File: config.mk
export PLATFORM = sky130hd
export DESIGN_NAME = tone_synth
export DESIGN_NICKNAME = d
export VERILOG_FILES = /design/src/rtl/tone_synth.sv
export SDC_FILE = /design/constraint.sdc
export NUM_CORES = 1
export LEC_CHECK = 0
export ABC_AREA = 1
export CORE_ASPECT_RATIO = 1.75
export CORE_MARGIN = 10
export CORE_UTILIZATION = 65
export DETAILED_ROUTE_END_ITERATION = 8
export PLACE_DENSITY = 0.82
export SYNTH_ARGS = -nofsm -noshare
export SYNTH_HDL_FRONTEND = slang
export SYNTH_SLANG_ARGS = --single-unit
File: constraint.sdc
create_clock -name clk -period 13.5 [get_ports clk]
set_input_delay 2.025 -clock clk [delete_from_list [all_inputs] [get_ports clk]]
set_output_delay 2.025 -clock clk [all_outputs]
set_load 0.02 [all_outputs]
File: src/rtl/tone_synth.sv
// Polyphonic square-wave tone generator: NUM_VOICES key-tuned voices mixed
// into a single PWM speaker bit.
module tone_synth #(
    parameter int NUM_VOICES = 4,
    parameter int VID_W      = 2
) (
    input  logic                  clk,
    input  logic                  reset,
    input  logic                  key_valid,
    output logic                  key_ready,
    input  logic [VID_W-1:0]      key_voice,
    input  logic                  key_on,
    input  logic [3:0]            key_note,
    input  logic [2:0]            key_octave,
    output logic [NUM_VOICES-1:0] voice_active,
    output logic [NUM_VOICES-1:0] voice_out,
    output logic [VID_W:0]        mix,
    output logic                  speaker
);

    localparam logic [VID_W-1:0] PWM_LAST = VID_W'(NUM_VOICES - 1);

    function automatic logic [19:0] base_half(input logic [3:0] note);
        logic [19:0] t;
        case (note)
            4'd0:    t = 20'd47778;
            4'd1:    t = 20'd45097;
            4'd2:    t = 20'd42566;
            4'd3:    t = 20'd40177;
            4'd4:    t = 20'd37922;
            4'd5:    t = 20'd35793;
            4'd6:    t = 20'd33784;
            4'd7:    t = 20'd31888;
            4'd8:    t = 20'd30098;
            4'd9:    t = 20'd28409;
            4'd10:   t = 20'd26815;
            4'd11:   t = 20'd25310;
            default: t = 20'd0;
        endcase
        return t;
    endfunction

    // Octave 4 is the reference; lower octaves double per step, higher ones halve (truncating).
    function automatic logic [19:0] scaled_half(input logic [3:0] note, input logic [2:0] oct);
        logic [19:0] t;
        t = base_half(note);
        if (oct < 3'd4) begin
            return t << (3'd4 - oct);
        end else begin
            return t >> (oct - 3'd4);
        end
    endfunction

    function automatic logic [VID_W:0] popcount(input logic [NUM_VOICES-1:0] bits);
        logic [VID_W:0] acc;
        acc = '0;
        for (int i = 0; i < NUM_VOICES; i++) begin
            acc = acc + {{VID_W{1'b0}}, bits[i]};
        end
        return acc;
    endfunction

    logic                  key_ready_q;
    logic [NUM_VOICES-1:0] active_q, active_d;
    logic [NUM_VOICES-1:0] vout_q, vout_d;
    logic [19:0]           half_q [NUM_VOICES];
    logic [19:0]           half_d [NUM_VOICES];
    logic [19:0]           cnt_q  [NUM_VOICES];
    logic [19:0]           cnt_d  [NUM_VOICES];
    logic [VID_W:0]        mix_q, mix_d;
    logic [VID_W-1:0]      pwm_q, pwm_d;
    logic                  spk_q, spk_d;
    logic                  cmd_fire_s;
    logic                  note_ok_s;
    logic [19:0]           cmd_half_s;

    // Voice next-state: an addressed command overrides free-running counting.
    always_comb begin
        cmd_fire_s = key_valid & key_ready_q;
        note_ok_s  = (key_note < 4'd12);
        cmd_half_s = scaled_half(key_note, key_octave);
        active_d   = active_q;
        vout_d     = vout_q;
        half_d     = half_q;
        cnt_d      = cnt_q;
        for (int v = 0; v < NUM_VOICES; v++) begin
            if (cmd_fire_s && (key_voice == VID_W'(v))) begin
                if (key_on && note_ok_s) begin
                    half_d[v]   = cmd_half_s;
                    active_d[v] = 1'b1;
                end else begin
                    active_d[v] = 1'b0;
                end
                cnt_d[v]  = 20'd0;
                vout_d[v] = 1'b0;
            end else if (active_q[v]) begin
                if (cnt_q[v] == half_q[v] - 20'd1) begin
                    cnt_d[v]  = 20'd0;
                    vout_d[v] = ~vout_q[v];
                end else begin
                    cnt_d[v]  = cnt_q[v] + 20'd1;
                end
            end else begin
                cnt_d[v]  = 20'd0;
                vout_d[v] = 1'b0;
            end
        end
    end

    // Mixer and PWM: mix lags voice_out by one cycle, speaker lags mix by one.
    always_comb begin
        mix_d = popcount(vout_q);
        if (pwm_q == PWM_LAST) begin
            pwm_d = '0;
        end else begin
            pwm_d = pwm_q + {{(VID_W-1){1'b0}}, 1'b1};
        end
        spk_d = ({1'b0, pwm_q} < mix_q);
    end

    // State registers with asynchronous reset.
    always_ff @(posedge clk or posedge reset) begin
        if (reset) begin
            key_ready_q <= 1'b0;
            active_q    <= '0;
            vout_q      <= '0;
            mix_q       <= '0;
            pwm_q       <= '0;
            spk_q       <= 1'b0;
            for (int v = 0; v < NUM_VOICES; v++) begin
                half_q[v] <= 20'd0;
                cnt_q[v]  <= 20'd0;
            end
        end else begin
            key_ready_q <= 1'b1;
            active_q    <= active_d;
            vout_q      <= vout_d;
            mix_q       <= mix_d;
            pwm_q       <= pwm_d;
            spk_q       <= spk_d;
            half_q      <= half_d;
            cnt_q       <= cnt_d;
        end
    end

    assign key_ready    = key_ready_q;
    assign voice_active = active_q;
    assign voice_out    = vout_q;
    assign mix          = mix_q;
    assign speaker      = spk_q;

endmodule

# == Yosys cells after proc, flatten, opt, wreduce, memory -nomap -nowiden ==
# Memories as Yosys holds them, arrays and structs flattened.
# Index checks and enable logic that the tools add are counted.
# totals
mem_bits_ro,256
word_cells,94
memories,1
in_bits,13
regBits,175
# mem_list
memory,depth,width,read_ports,rd_ports_with_merged_regs,write_ports,line_no,source
(name not given),16,16,1,0,0,25,case (note)
# classes
muxes,27
bitwise,5
shifts,2
eq_ne,12
add_sub_neg,14
n_lt_le_gt_ge,3
n_reduce_logical,10
# op_table
operator,n
20-bit two-way mux,13
"20-bit by 1-bit adder with 20-bit output, second input constant",4
20-bit == test,4
"20-bit by 1-bit subtractor with 20-bit output, second input constant",4
20-bit by 3-bit left shift with 20-bit output,1
20-bit by 3-bit >> shifter with 20-bit output,1
1-bit two-way mux,13
"3-bit by 1-bit != test with 1-bit output, second input constant",4
2-bit AND reduction,4
"2-bit == test, second input constant",3
1-bit logical AND,5
"4-bit < comparator, second input constant",1
1-bit inverter,4
2-bit by 1-bit adder with 3-bit output,1
3-bit by 1-bit adder with 3-bit output,1
2-bit by 3-bit < comparator with 1-bit output,1
"3-bit < comparator, second input constant",1
"3-bit subtractor, first input constant",1
"3-bit subtractor, second input constant",1
1-bit by 1-bit adder with 2-bit output,1
"2-bit by 1-bit adder with 2-bit output, second input constant",1
"2-bit by 1-bit == test with 1-bit output, second input constant",1
2-bit logical NOT,1
2-bit two-way mux,1
1-bit AND,1

# == Logic depth before layout (Yosys ltp) ==
# depth
ltp_word,5
depth_mapped,17
ltp_nobuf,16

# == Least setup slack after synthesis ==
# Ideal clock, no wire load.
# synth_path
path_kind,input to register
startpoint,input port key_octave[0]
endpoint,register half_q[12] in the netlist's numbering
setup_time_ps,131
path_stages,12
path_buffers,4
t_arrival_ps,3799
slack_ps,9570
required_ps,13369
path_cell_list,buf_2 -> inv_1 -> buf_2 -> ha_1 -> clkbuf_1 -> inv_1 -> buf_1 -> nand3_1 -> nand3_1 -> nand3_1 -> nand2_1 -> o21ai_0
# synth_between
elab_chain_cells,3
elab_cells_between_ends,6
# synth_rtl
element,line_no,source
start: declaration,14,"input logic [2:0] key_octave,"
3-bit subtractor (on tied branches),"50, 48",
20-bit by 3-bit >> shifter with 20-bit output or 20-bit by 3-bit left shift with 20-bit output (tied branches),"50, 48",
20-bit two-way mux *,47,if (oct < 3'd4) begin
end signal: assignment,141,half_q <= half_d;
end: declaration,66,logic [19:0] half_q [NUM_VOICES];
# Every way passes the cells marked *; elsewhere a longest branch is shown, timed or not.
# A chain may end at the register's enable or synchronous reset.

# == Worst setup path in the final report ==
# layout_path
startpoint,input port key_octave[0]
endpoint,register half_q[17] in the netlist's numbering
# The elaborated chain is that of the path after synthesis.

==> flow_metrics.tcl <==
set metrics [dict create \
    final_layout_size_suffix_gt1_share_pct 6.66 \
    totalWireLength_um 33900 \
    synthArstFlopShare_pct 100 \
    ys.flop_type "dfrtp_1" \
    drt_iter0_drc 890 \
    hold_viol_final 0 \
    fmax_mhz 194 \
    wl_per_cell_um 16.9 \
    dieArea_mm2 0.0245 \
    p_per_area_mw_per_mm2 141 \
    fp.dieH_um 200 \
    reg2reg_slack_ps 11060 \
    drtPass1Iterations 5 \
    first_global_vias 11500 \
    hp-class "register to register" \
    synth_area_leaders "dfrtp_1, nand2_1, nor2_1" \
    drc 0 \
    crit_path_end_kind "register" \
    grt_pass1_wl_um 55200 \
    cts_buffers 17 \
    nets 1790 \
    ys_types 47 \
    slew_headroom_pct 15.5 \
    ctsResizeCount 0 \
    syn2layout_area_growth_pct 8.37 \
    gr-total-overflow 0 \
    clock_skew_ps 11.3 \
    critical_path_class "primary input to register" \
    worst_pin_slew_ps 1260 \
    clk_latency_ps 450 \
    gp_congestion 1.00 \
    min_period_ps 5150 \
    grtUsageTotal_pct 28.6 \
    dp_hpwl_um 25600 \
    num_antenna_cells 0 \
    synth_seq_cells 175 \
    finalWorstSetupSlack_ps 8350 \
    status "finished, final reports clean" \
    period_share_pct 38.2 \
    crit_required_ps 13880 \
    rsz0062_at_grt "no" \
    ys_seq_area_share_pct 36.5 \
    antenna_found_initial 0 \
    synth_cells 1746 \
    die_x_um 123 \
    vias 11300 \
    place_ws_ps 7970 \
    cts.path.max_buffers 2 \
    yosys.area.top_type "dfrtp_1" \
    drv_cap 0 \
    cts.clk_slew.worst_paths_ps 80 \
    total_leakage_power_nw 6.48 \
    post-synth-top-area-fraction_pct 36.5 \
    cts_sinks 175 \
    ir_worst_vdd_mv 0.0865 \
    ys_warn_count 0 \
    rows 65 \
    slew_violations 0 \
    startpoint_type "primary input" \
    htree_levels 4 \
    syn_nets 1777 \
    root_buffer "clkbuf_16" \
    viasPerCell 5.62 \
    cp_max_fo 19 \
    num_io_pins 26 \
    syn_avg_cell_area_um2 6.87 \
    synth_edf_count 0 \
    crit_arrival_ps 5530 \
    grt_max_degree 114 \
    syn-cell-area_mm2 0.0120 \
    fp.coreArea_mm2 0.0181 \
    tritoncts "yes" \
    drtAntennaViolNets 0 \
    postCtsHoldBufs 0 \
    setup_viol 0 \
    io_buffers 25 \
    initial_core_util_pct 66.2 \
    cts_setup_buffers 0 \
    setup_tns_ps 0 \
]
==> cells in the mapped netlist (17+ instances only) <==
cell type and count:
nor3_1 20, o21ai_0 70, dfrtp_1 175, nand2_1 584
nand4_1 33, nor2_2 35, nor2_1 225, ha_1 17
nand3_1 142, xnor2_1 36, inv_1 182, xor2_1 84
==> placed cells by master (no fill, tap or decap), types with 20 or more instances in the layout <==
cell / instances
nand2_1: 584
nor2_1: 225
inv_1: 181
dfrtp_1: 175
nand3_1: 142
xor2_1: 84
o21ai_0: 70
xnor2_1: 36
nor2_2: 35
nand4_1: 33
clkdlybuf4s50_1: 25
nor3_1: 20
==> report_power, final <==
part / total (W) / switching, W / internal (W)
Sequential: 0.000699 / 0.000105 / 0.000594
Clock: 0.000517 / 0.000249 / 0.000268
Combinational: 0.000624 / 0.000410 / 0.000213
==> state kept, by name (all words and copies together) (netlist names) <==
signal / cells
cnt_q: 80
half_q: 80
key_ready: 1
mix: 3
pwm_q: 2
speaker: 1
voice_active: 4
voice_out: 4
==> layout make-up <==
| type | count | area, µm² |
|---|---|---|
| multi-input combinational | 1350 | 6740 |
| fill | 1557 | 5130 |
| sequential | 175 | 4380 |
| inverter | 187 | 707 |
| clock buffer | 17 | 425 |
| tap | 234 | 293 |
| timing repair buffer | 28 | 273 |
| clock inverter | 15 | 189 |
==> cells by family (layout without fill, tap and decap cells) <==
family / Yosys count / count (layout) / synth area share [%]
simple gates: 1104 / 1104 / 40.3
buf+inv: 221 / 247 / 7.35
flops: 175 / 175 / 36.5
xor+xnor: 122 / 122 / 9.14
compound gates: 105 / 105 / 4.72
fa+ha+maj: 18 / 18 / 1.94
other cells: 1 / 1 / 0.0312
==> critical path, cell delays in order <==
cell and delay [ps]:
clkdlybuf4s50_1 820, inv_1 360, ha_1 320, nor2_1 940, nand2_1 130, o21ai_0 690
nand2_1 120, o21ai_0 100
==> per-layer routing <==
metal / vias up / wire length, µm / global-route usage (%)
li1: 5504 / - / -
met1: 5255 / 12200 / 29.0
met2: 360 / 17700 / 51.5
met3: 158 / 1570 / 4.78
met4: 0 / 2430 / 20.1
met5: - / 0 / 0
==> stage by stage <==
step	hold WS [ps]	instance area, µm²	instances	total power [W]	utilization (%)
5_1_grt	497	13000	2006	0.00195	71.7
6_report	457	13000	2006	0.00184	71.7
4_1_cts	464	13000	2006	0.00183	71.7
3_3_place_gp	439	12400	1974	0.00130	68.3
2_1_floorplan	422	12000	1746	0.00114	-
3_5_place_dp	453	12400	1974	0.00132	68.3
==> worst paths after layout <==
check | cells after the start | endpoint | from
max | 8 | half_q[17] | key_octave[0]
min | 1 | pwm_q[0] | pwm_q[0]
max reg2reg | 14 | voice_out[0] | half_q[60]
min reg2reg | 1 | pwm_q[0] | pwm_q[0]
max in group asynchronous | 3 | cnt_q[35] | reset
min in group asynchronous | 2 | cnt_q[57] | reset
No activity file was read; power rests on OpenSTA's default activity.
